### config.mk
export PLATFORM = sky130hd
export DESIGN_NAME = audio_sdram_port
export DESIGN_NICKNAME = d
export VERILOG_FILES = /design/src/rtl/audio_sdram_pkg.sv /design/src/rtl/sample_unpacker.sv /design/src/rtl/audio_sdram_port.sv
export SDC_FILE = /design/constraint.sdc
export NUM_CORES = 1
export LEC_CHECK = 0
export CAP_MARGIN = 25
export CELL_PAD_IN_SITES_DETAIL_PLACEMENT = 0
export CELL_PAD_IN_SITES_GLOBAL_PLACEMENT = 1
export CORE_ASPECT_RATIO = 1.1
export CORE_MARGIN = 8
export CORE_UTILIZATION = 35
export CTS_CLUSTER_SIZE = 20
export DETAILED_ROUTE_END_ITERATION = 8
export MAX_ROUTING_LAYER = met4
export PLACE_DENSITY = 0.87
export SLEW_MARGIN = 0
export SYNTH_ARGS = -nofsm -noshare
export SYNTH_HDL_FRONTEND = slang
export SYNTH_HIERARCHICAL = 1
export SYNTH_SLANG_ARGS = --single-unit
### constraint.sdc
create_clock -name i_clk -period 2.9 [get_ports i_clk]
set_input_delay 0.435 -clock i_clk [delete_from_list [all_inputs] [get_ports i_clk]]
set_output_delay 0.435 -clock i_clk [all_outputs]
set_load 0.05 [all_outputs]
### src/rtl/audio_sdram_pkg.sv
// Shared types and constants for the audio SDRAM record/playback port.
// Holds the controller state enum, sample width and default address width.
package audio_sdram_pkg;

    localparam int AUDIO_SAMPLE_W = 16;
    localparam int AUDIO_WORD_W   = 2 * AUDIO_SAMPLE_W;
    localparam int AUDIO_ADDR_W   = 23;

    typedef enum logic [2:0] {
        S_IDLE     = 3'd0,
        S_REC_FILL = 3'd1,
        S_REC_WR   = 3'd2,
        S_PLAY_RD  = 3'd3,
        S_PLAY_OUT = 3'd4
    } state_e;

endpackage

### src/rtl/sample_unpacker.sv
// Splits a 32-bit word into two samples, high half first, on valid/ready.
// Ports: i_load/i_word load a word, i_clear drops it, i_ready accepts,
// o_sample/o_valid present a half, o_done pulses when the low half is taken.
module sample_unpacker
    import audio_sdram_pkg::*;
(
    input  logic                      i_clk,
    input  logic                      i_rst,
    input  logic                      i_load,
    input  logic [AUDIO_WORD_W-1:0]   i_word,
    input  logic                      i_clear,
    input  logic                      i_ready,
    output logic [AUDIO_SAMPLE_W-1:0] o_sample,
    output logic                      o_valid,
    output logic                      o_done
);

    logic [AUDIO_WORD_W-1:0] word_q, word_d;
    logic                    half_q, half_d;
    logic                    valid_q, valid_d;

    assign o_done = valid_q & half_q & i_ready;

    always_comb begin
        word_d  = word_q;
        half_d  = half_q;
        valid_d = valid_q;
        if (i_clear) begin
            valid_d = 1'b0;
            half_d  = 1'b0;
        end else if (i_load) begin
            word_d  = i_word;
            half_d  = 1'b0;
            valid_d = 1'b1;
        end else if (valid_q && i_ready) begin
            if (!half_q) begin
                half_d = 1'b1;
            end else begin
                half_d  = 1'b0;
                valid_d = 1'b0;
            end
        end
    end

    always_ff @(posedge i_clk) begin
        if (i_rst) begin
            word_q  <= '0;
            half_q  <= 1'b0;
            valid_q <= 1'b0;
        end else begin
            word_q  <= word_d;
            half_q  <= half_d;
            valid_q <= valid_d;
        end
    end

    assign o_sample = half_q ? word_q[AUDIO_SAMPLE_W-1:0]
                             : word_q[AUDIO_WORD_W-1:AUDIO_SAMPLE_W];
    assign o_valid  = valid_q;

endmodule

### src/rtl/audio_sdram_port.sv
// Records 16-bit samples into SDRAM packed two per word and plays them back.
// Ports: command pulses, record/playback streams, SDRAM req/finished bus,
// status (busy, overrun, recorded length, debug state).
// Build option AUDIO_PORT_LOOP_EN: playback wraps to word 0 instead of ending.
module audio_sdram_port
    import audio_sdram_pkg::*;
#(
    parameter int                ADDR_W    = AUDIO_ADDR_W,
    parameter logic [ADDR_W-1:0] BASE_ADDR = '0,
    parameter logic [ADDR_W-1:0] MAX_WORDS = 23'h400000
) (
    input  logic                      i_clk,
    input  logic                      i_rst,
    input  logic                      i_start_rec,
    input  logic                      i_start_play,
    input  logic                      i_stop,
    input  logic [AUDIO_SAMPLE_W-1:0] i_sample_in,
    input  logic                      i_sample_valid,
    output logic [AUDIO_SAMPLE_W-1:0] o_sample_out,
    output logic                      o_sample_valid,
    input  logic                      i_sample_ready,
    output logic [ADDR_W-1:0]         sdram_addr,
    output logic                      sdram_read,
    output logic                      sdram_write,
    input  logic                      sdram_finished,
    input  logic [AUDIO_WORD_W-1:0]   sdram_readdata,
    output logic [AUDIO_WORD_W-1:0]   sdram_writedata,
    output logic                      o_busy,
    output logic                      o_overrun,
    output logic [ADDR_W-1:0]         o_rec_len,
    output logic [2:0]                o_state
);

    localparam logic [ADDR_W-1:0] PTR_ONE = ADDR_W'(1);

    state_e                  state_q, state_d;
    logic [ADDR_W-1:0]       wr_ptr_q, wr_ptr_d;
    logic [ADDR_W-1:0]       rd_ptr_q, rd_ptr_d;
    logic [ADDR_W-1:0]       rec_len_q, rec_len_d;
    logic [ADDR_W-1:0]       addr_q, addr_d;
    logic [AUDIO_WORD_W-1:0] wdata_q, wdata_d;
    logic                    half_q, half_d;
    logic                    read_q, read_d;
    logic                    write_q, write_d;
    logic                    overrun_q, overrun_d;
    logic                    stop_q, stop_d;
    logic                    unp_load, unp_clear, unp_done;
    logic [ADDR_W-1:0]       wr_next, rd_next;

    assign wr_next = wr_ptr_q + PTR_ONE;
    assign rd_next = rd_ptr_q + PTR_ONE;

    always_comb begin
        state_d   = state_q;
        wr_ptr_d  = wr_ptr_q;
        rd_ptr_d  = rd_ptr_q;
        rec_len_d = rec_len_q;
        addr_d    = addr_q;
        wdata_d   = wdata_q;
        half_d    = half_q;
        read_d    = read_q;
        write_d   = write_q;
        overrun_d = 1'b0;
        stop_d    = stop_q;
        unp_load  = 1'b0;
        unp_clear = 1'b0;
        unique case (state_q)
            S_IDLE: begin
                stop_d = 1'b0;
                if (i_start_rec) begin
                    state_d  = S_REC_FILL;
                    wr_ptr_d = '0;
                    half_d   = 1'b0;
                end else if (i_start_play && rec_len_q != '0) begin
                    state_d  = S_PLAY_RD;
                    rd_ptr_d = '0;
                    read_d   = 1'b1;
                    addr_d   = BASE_ADDR;
                end
            end
            S_REC_FILL: begin
                if (i_stop) begin
                    if (half_q) begin
                        // Flush the lone pending sample with a zero low half.
                        wdata_d[AUDIO_SAMPLE_W-1:0] = '0;
                        half_d  = 1'b0;
                        write_d = 1'b1;
                        addr_d  = BASE_ADDR + wr_ptr_q;
                        stop_d  = 1'b1;
                        state_d = S_REC_WR;
                    end else begin
                        state_d = S_IDLE;
                    end
                end else if (i_sample_valid) begin
                    if (!half_q) begin
                        wdata_d[AUDIO_WORD_W-1:AUDIO_SAMPLE_W] = i_sample_in;
                        half_d = 1'b1;
                    end else begin
                        wdata_d[AUDIO_SAMPLE_W-1:0] = i_sample_in;
                        half_d  = 1'b0;
                        write_d = 1'b1;
                        addr_d  = BASE_ADDR + wr_ptr_q;
                        state_d = S_REC_WR;
                    end
                end
            end
            S_REC_WR: begin
                overrun_d = i_sample_valid;
                if (i_stop) stop_d = 1'b1;
                if (sdram_finished) begin
                    write_d   = 1'b0;
                    wr_ptr_d  = wr_next;
                    rec_len_d = wr_next;
                    if (stop_q || i_stop || wr_next == MAX_WORDS) begin
                        stop_d  = 1'b0;
                        state_d = S_IDLE;
                    end else begin
                        state_d = S_REC_FILL;
                    end
                end
            end
            S_PLAY_RD: begin
                if (i_stop) stop_d = 1'b1;
                if (sdram_finished) begin
                    read_d = 1'b0;
                    if (stop_q || i_stop) begin
                        stop_d  = 1'b0;
                        state_d = S_IDLE;
                    end else begin
                        unp_load = 1'b1;
                        state_d  = S_PLAY_OUT;
                    end
                end
            end
            S_PLAY_OUT: begin
                if (i_stop) begin
                    unp_clear = 1'b1;
                    state_d   = S_IDLE;
                end else if (unp_done) begin
                    if (rd_next == rec_len_q) begin
`ifdef AUDIO_PORT_LOOP_EN
                        rd_ptr_d = '0;
                        read_d   = 1'b1;
                        addr_d   = BASE_ADDR;
                        state_d  = S_PLAY_RD;
`else
                        rd_ptr_d = rd_next;
                        state_d  = S_IDLE;
`endif
                    end else begin
                        rd_ptr_d = rd_next;
                        read_d   = 1'b1;
                        addr_d   = BASE_ADDR + rd_next;
                        state_d  = S_PLAY_RD;
                    end
                end
            end
            default: state_d = S_IDLE;
        endcase
    end

    always_ff @(posedge i_clk) begin
        if (i_rst) begin
            state_q   <= S_IDLE;
            wr_ptr_q  <= '0;
            rd_ptr_q  <= '0;
            rec_len_q <= '0;
            addr_q    <= '0;
            wdata_q   <= '0;
            half_q    <= 1'b0;
            read_q    <= 1'b0;
            write_q   <= 1'b0;
            overrun_q <= 1'b0;
            stop_q    <= 1'b0;
        end else begin
            state_q   <= state_d;
            wr_ptr_q  <= wr_ptr_d;
            rd_ptr_q  <= rd_ptr_d;
            rec_len_q <= rec_len_d;
            addr_q    <= addr_d;
            wdata_q   <= wdata_d;
            half_q    <= half_d;
            read_q    <= read_d;
            write_q   <= write_d;
            overrun_q <= overrun_d;
            stop_q    <= stop_d;
        end
    end

    sample_unpacker u_unpacker (
        .i_clk    (i_clk),
        .i_rst    (i_rst),
        .i_load   (unp_load),
        .i_word   (sdram_readdata),
        .i_clear  (unp_clear),
        .i_ready  (i_sample_ready),
        .o_sample (o_sample_out),
        .o_valid  (o_sample_valid),
        .o_done   (unp_done)
    );

    assign sdram_addr      = addr_q;
    assign sdram_read      = read_q;
    assign sdram_write     = write_q;
    assign sdram_writedata = wdata_q;
    assign o_busy          = (state_q != S_IDLE);
    assign o_overrun       = overrun_q;
    assign o_rec_len       = rec_len_q;
    assign o_state         = state_q;

endmodule

==> results of run 1 <==
==> power breakdown <==
part	internal [mW]	switching, mW	total, mW
Clock	1.27	1.10	2.37
Combinational	1.12	1.87	2.99
Sequential	2.45	0.186	2.64
==> synthesized netlist by cell type, types with 7 or more instances <==
| cell | count | area share |
|---|---|---|
| nand2_1 | 196 | 0.086 |
| dfxtp_1 | 166 | 0.39 |
| a21oi_1 | 129 | 0.076 |
| nor2_1 | 112 | 0.049 |
| clkbuf_1 | 63 | 0.028 |
| o21ai_0 | 43 | 0.025 |
| xnor2_1 | 36 | 0.037 |
| and3_1 | 31 | 0.023 |
| nand3_1 | 29 | 0.017 |
| nor3_1 | 26 | 0.015 |
| xor2_1 | 23 | 0.024 |
| a211oi_1 | 19 | 0.017 |
| mux2_2 | 19 | 0.025 |
| mux2i_1 | 15 | 0.018 |
| nor4_1 | 15 | 0.011 |
| and2_1 | 13 | 0.0096 |
| inv_1 | 9 | 0.0040 |
| nand3b_1 | 9 | 0.0079 |
| buf_2 | 8 | 0.0047 |
| buf_6 | 8 | 0.011 |
| o221a_2 | 8 | 0.011 |
| or3_1 | 8 | 0.0059 |
| buf_1 | 7 | 0.0031 |
| nand4_1 | 7 | 0.0051 |
| nor2b_1 | 7 | 0.0051 |
| o211ai_1 | 7 | 0.0062 |
==> how the worst min path moves through the flow <==
stage	start	end	cells past startpoint
after floorplan	u_unpacker/word_q[0]	u_unpacker/word_q[0]	2
after global placement	u_unpacker/word_q[2]	u_unpacker/word_q[2]	2
after detailed placement	u_unpacker/word_q[13]	u_unpacker/word_q[13]	2
after CTS	u_unpacker/word_q[13]	u_unpacker/word_q[13]	2
after global routing	sdram_addr[18]	sdram_addr[18]	2
final	u_unpacker/word_q[19]	u_unpacker/word_q[19]	2
==> state kept, by name (all words and copies together) (netlist names) <==
name and cells:
sdram_read 1, u_unpacker/word_q 32, o_state 3, sdram_addr 23, sdram_writedata 32, wr_ptr_q 23, sdram_write 1, rd_ptr_q 23
o_rec_len 23, u_unpacker/half_q 1, u_unpacker/o_valid 1, half_q 1, o_overrun 1, stop_q 1
==> area by class of cell <==
cell class | instances | area [sq um] | share of cell area
Sequential cell | 166 | 3330 | 0.284
Timing Repair Buffer | 260 | 2370 | 0.202
Clock inverter | 14 | 183 | 0.0156
Multi-Input combinational cell | 828 | 4980 | 0.425
Clock buffer | 18 | 439 | 0.0375
Tap cell | 310 | 388 | 0.0331
Inverter | 9 | 33.8 | 0.00288
==> worst reg2reg max path, stage by stage, from the launching register on <==
cell and delay, ns:
dfxtp_4 0.37, ha_4 0.17, nand3_4 0.08, or4_4 0.54, o311ai_4 0.25, o2111ai_2 0.19
a2111oi_4 0.38, nand4_4 0.20, buf_4 0.20, o21a_2 0.25, o221a_2 0.27
==> stage by stage <==
step                      utilization  cells  hold slack, ns
after floorplan                     -   1089           0.433
after global placement          0.449   1565           0.439
after detailed placement        0.449   1565           0.444
after CTS                       0.477   1597           0.455
after global routing            0.485   1605           0.480
final                           0.485   1605           0.454
==> what timing repair did <==
item	CTS	global route
hold buffers	0	0
pin swaps	3	13
resized for setup	11	24
setup buffers	0	6
gates cloned	0	1
endpoints found under the setup margin	25	26
hold endpoints to repair	0	0
==> cell families after synthesis <==
kind of cell / after synthesis
compound gates: 243
fa+ha+maj: 2
buf+inv: 96
xor+xnor: 63
simple gates: 484
mux: 35
flops: 166
==> routing by layer <==
| layer | routed length, um | global-route usage | up-vias | share of wire |
|---|---|---|---|---|
| met5 | 0 | - | - | 0 |
| met4 | 837 | 0.0682 | 0 | 0.028 |
| met3 | 1670 | 0.0347 | 43 | 0.056 |
| met2 | 14600 | 0.325 | 277 | 0.49 |
| met1 | 12600 | 0.247 | 4112 | 0.42 |
| li1 | - | - | 4162 | - |
==> impl_metrics.env, run 1 <==
export IMPL_start_util=0.352
export IMPL_syn_nets=1147
export IMPL_grt_max_degree=76
export IMPL_fin_ws_ns=-0.116
export IMPL_p_leak_nw=4.32
export IMPL_ys_seq_area_frac=0.390
export IMPL_critPathMaxStageDelay_ns=0.54
export IMPL_layout_common_cells="nand2_1 (196), dfxtp_1 (161), clkdlybuf4s50_1 (156), a21oi_1 (129), nor2_1 (110)"
export IMPL_fp_coreArea_sq_um=24200
export IMPL_failed_checks="negative setup slack"
export IMPL_synth_async_reset_ratio=0
export IMPL_reg2reg_from="rd_ptr_q[0]"
export IMPL_cp_end_kind="register"
export IMPL_max_freq_mhz=332
export IMPL_min_period_ns=3.02
export IMPL_critPathMaxFanout=4
export IMPL_dieArea_sq_um=29600
export IMPL_synth_compound_area_share=0.172
export IMPL_drc=0
export IMPL_grt_overflow=0
export IMPL_path_clk_slew_ns=0.08
export IMPL_cts_tree="yes"
export IMPL_htree_levels=4
export IMPL_cpMaxStageDelayCell="or4_4"
export IMPL_dp_hpwl_mm=21.6
export IMPL_hold_path_class="reg2reg"
export IMPL_synth_edff_count=0
export IMPL_drv_cap=0
export IMPL_critPathKind="reg2reg"
export IMPL_grt_pass1_wl_mm=46.0
export IMPL_fin_crit_sh=1.04
export IMPL_vdd_drop_max_mv=0.404
export IMPL_fin_area_sq_um=11700
export IMPL_cts_buffers=17
export IMPL_status="finished with violations"
export IMPL_critPathBufInv=1
export IMPL_rr_endpoint="sdram_addr[17]"
export IMPL_global_route_usage_total=0.200
export IMPL_ys_warnings_count=6
export IMPL_synth_simple_area_share=0.268
export IMPL_synth_xor_area_frac=0.0713
export IMPL_ys_types=65
export IMPL_n_antenna_cell=0
export IMPL_synth_area_sq_um=8520
export IMPL_layout_nets=1340
export IMPL_first_pass_iters=6
export IMPL_ys_ff_latch=166
export IMPL_first_global_vias=8199
export IMPL_slew_headroom=0.437
export IMPL_clock_root_buffer="clkbuf_16"
export IMPL_power_total_mw=8.00
export IMPL_area_growth_pct=37.7
export IMPL_cp_depth=10
export IMPL_worstPathArrival_ns=3.33
export IMPL_io_buffers=157
export IMPL_synthCells=1089
export IMPL_drtIter0Drc=739
export IMPL_rrSetupSlack_ns=-0.12
export IMPL_power_per_cell_area_nw_per_um2=682
export IMPL_finalWeightedCongestion=0.942
export IMPL_via_per_inst=5.35
export IMPL_ant_nets=0
export IMPL_clock_sinks=166
export IMPL_worstPathRequired_ns=3.22
export IMPL_setup_violations=23
export IMPL_placed_area_sq_um=10900
export IMPL_wl_mm=29.8
export IMPL_synthAdderAreaFrac=0.00294
export IMPL_cp_startpoint="rd_ptr_q[0]"
export IMPL_grt_setup_unrepaired="true"
export IMPL_std_cell_rows=60
export IMPL_chipWidth_um=165
export IMPL_syn_area_per_cell_sq_um=7.82
export IMPL_antenna_found_initial=0
export IMPL_crit_chain="ha_4, nand3_4, or4_4, o311ai_4, o2111ai_2, a2111oi_4, nand4_4, buf_4, o21a_2, o221a_2"
export IMPL_finalHoldViolCount=0
export IMPL_clock_latency_ns=0.43
export IMPL_rr_worst_depth=10
export IMPL_tns_ns=-1.26
export IMPL_dr_total_vias=8594
export IMPL_design_portCount=158
export IMPL_fin_skew_ns=0.0136
export IMPL_crit_end="sdram_addr[17]"
export IMPL_routedWlPerCell_um=18.5
export IMPL_die_h_um=180
export IMPL_synth_area_mux_share=0.0441
export IMPL_pre_cts_ws_ns=-0.147
export IMPL_fillers=2329
export IMPL_worstMarginPinSlew_ns=0.845
export IMPL_synth_flop_cell="dfxtp_1"
export IMPL_final_common_cell="nand2_1"
export IMPL_slew_violations=0
export IMPL_crit_path_start_kind="register"
export IMPL_clockBufferDepth=2
export IMPL_path_delay_family="compound AO/OA/AOI/OAI gates"
export IMPL_drive_gt1_frac=0.160
export IMPL_synth_top_family_by_area="simple AND/OR/NAND/NOR gates"
(Power assumes the default switching activity.)
==> run 2, diff against run 1 <==
- GPL_TIMING_DRIVEN: not set -> 0
- HOLD_SLACK_MARGIN: not set -> 0.03
==> impl_metrics.env, run 2 (synthesis gave the netlist of run 1 again) <==
export IMPL_status="finished with violations"
export IMPL_failed_checks="negative setup slack"
export IMPL_cts_tree="yes"
export IMPL_cts_hold_buffers=0
export IMPL_met1_usage=0.249
export IMPL_antenna_found_initial=0
export IMPL_clockBufferDepth=2
export IMPL_cp_end_kind="register"
export IMPL_grt_pass1_wl_mm=47.5
export IMPL_via_per_inst=5.47
export IMPL_crit_path_start_kind="register"
export IMPL_start_util=0.352
export IMPL_power_total_mw=8.08
export IMPL_first_pass_iters=5
export IMPL_min_period_ns=2.97
export IMPL_crit_chain="ha_4, buf_4, xnor2_1, xnor2_1, a2111oi_4, o2111ai_2, nor4_4, nand4_4, o21ai_4, buf_6, mux2_4"
export IMPL_cts_buffers=17
export IMPL_p_leak_nw=4.22
export IMPL_layout_common_cells="nand2_1 (194), dfxtp_1 (157), clkdlybuf4s50_1 (155), a21oi_1 (128), nor2_1 (110)"
export IMPL_worstMarginPinSlew_ns=0.756
export IMPL_std_cell_rows=60
export IMPL_area_growth_pct=37.3
export IMPL_path_delay_family="compound AO/OA/AOI/OAI gates"
export IMPL_clock_latency_ns=0.43
export IMPL_wl_mm=31.8
export IMPL_grt_util_met2=0.345
export IMPL_tns_ns=-0.588
export IMPL_fp_coreArea_sq_um=24200
export IMPL_global_route_usage_total=0.212
export IMPL_ant_nets=0
export IMPL_critPathKind="reg2reg"
export IMPL_top_usage_layer="met2"
export IMPL_htree_levels=4
export IMPL_chipWidth_um=165
export IMPL_max_freq_mhz=337
export IMPL_slew_violations=0
export IMPL_die_h_um=180
export IMPL_holdWs_ns=0.347
export IMPL_fin_crit_sh=1.02
export IMPL_fin_skew_ns=0.00972
export IMPL_hold_path_class="in2reg"
export IMPL_dieArea_sq_um=29600
export IMPL_fin_area_sq_um=11700
export IMPL_pre_cts_ws_ns=-0.899
export IMPL_stdcell_count=1609
export IMPL_setup_violations=13
export IMPL_path_clk_slew_ns=0.08
export IMPL_drive_gt1_frac=0.129
export IMPL_final_seq_area_sq_um=3340
export IMPL_placed_area_sq_um=10500
export IMPL_fillers=2354
export IMPL_n_antenna_cell=0
export IMPL_grt_max_degree=19
export IMPL_critPathBufInv=2
export IMPL_multiInputGateArea_sq_um=5090
export IMPL_worstPathRequired_ns=3.21
export IMPL_clock_sinks=166
export IMPL_dp_hpwl_mm=23.7
export IMPL_io_buffers=155
export IMPL_fin_ws_ns=-0.0691
export IMPL_dp_cells=1556
export IMPL_dr_total_vias=8798
export IMPL_power_per_cell_area_nw_per_um2=691
export IMPL_grt_overflow=0
export IMPL_grt_setup_unrepaired="true"
export IMPL_drv_cap=0
export IMPL_final_common_cell="nand2_1"
export IMPL_crit_top_cell="xnor2_1"
export IMPL_design_portCount=158
export IMPL_layout_nets=1344
export IMPL_worstPathArrival_ns=3.28
export IMPL_first_global_vias=8242
export IMPL_critPathMaxStageDelay_ns=0.35
export IMPL_drc=0
export IMPL_clock_root_buffer="clkbuf_16"
export IMPL_slew_headroom=0.496
export IMPL_finalWeightedCongestion=0.917
export IMPL_cpMaxStageDelayCell="dfxtp_4"
export IMPL_routedWlPerCell_um=19.8
export IMPL_finalHoldViolCount=0
export IMPL_drtIter0Drc=596
export IMPL_grt_use_met3=0.0420
export IMPL_critPathMaxFanout=3
export IMPL_vdd_drop_max_mv=0.431
export IMPL_final_util=0.484
[run 2: changes by cell type in the layout (fill, tap and decap cells not counted), moves of 4 or more]
cell,previous run,this run
buf_1,0,6
buf_2,0,5
buf_4,99,25
buf_6,4,14
clkbuf_1,0,51
clkbuf_2,0,4
dfxtp_1,161,157
dfxtp_2,3,8
[run 2: where the power goes]
| part | total (mW) | internal [mW] | switching (mW) |
|---|---|---|---|
| sequential | 2.68 | 2.46 | 0.226 |
| combinational | 3.12 | 1.13 | 2.00 |
| clock | 2.27 | 1.18 | 1.09 |
| total | 8.08 | 4.76 | 3.32 |
[run 2: what timing repair did]
item | CTS | global route
gates cloned | 0 | 1
pin swaps | 16 | 17
buffers inserted | 13 | 17
setup endpoints to repair | 49 | 58
resized for setup | 52 | 38
[run 2: cell type report]
type / count / area share
Clock buffer: 18 / 0.0376
Sequential cell: 166 / 0.285
Tap cell: 310 / 0.0332
Clock inverter: 14 / 0.0129
Inverter: 9 / 0.00289
Multi-Input combinational cell: 827 / 0.435
Timing Repair Buffer: 187 / 0.157
Buffer: 78 / 0.0355
[run 2: final timing paths]
| check | slack (ns) | end | cells after the start | from |
|---|---|---|---|---|
| worst max-delay path | -0.07 | sdram_addr[15] | 11 | rd_ptr_q[1] |
| worst min-delay path | 0.35 | u_unpacker/word_q[19] | 2 | i_rst |
| worst max register to register | -0.07 | sdram_addr[15] | 11 | rd_ptr_q[1] |
| worst min register to register | 0.45 | u_unpacker/word_q[20] | 2 | u_unpacker/word_q[20] |
[run 2: per-layer routing]
layer	up-vias	share of wire
met3	65	0.076
met2	359	0.49
met5	-	0
met1	4181	0.40
met4	0	0.035
li1	4193	-
[run 2: worst reg2reg max path: cells and delay by family, from the launching register on]
kind	cells	cell delay (ns)
muxes	1	0.30
DFF	1	0.35
and+or+nand+nor	2	0.51
xor gates and xnor gates	2	0.44
buffers and inverters	2	0.29
adders and majority gates	1	0.17
AOI/OAI and AO/OA	3	0.79
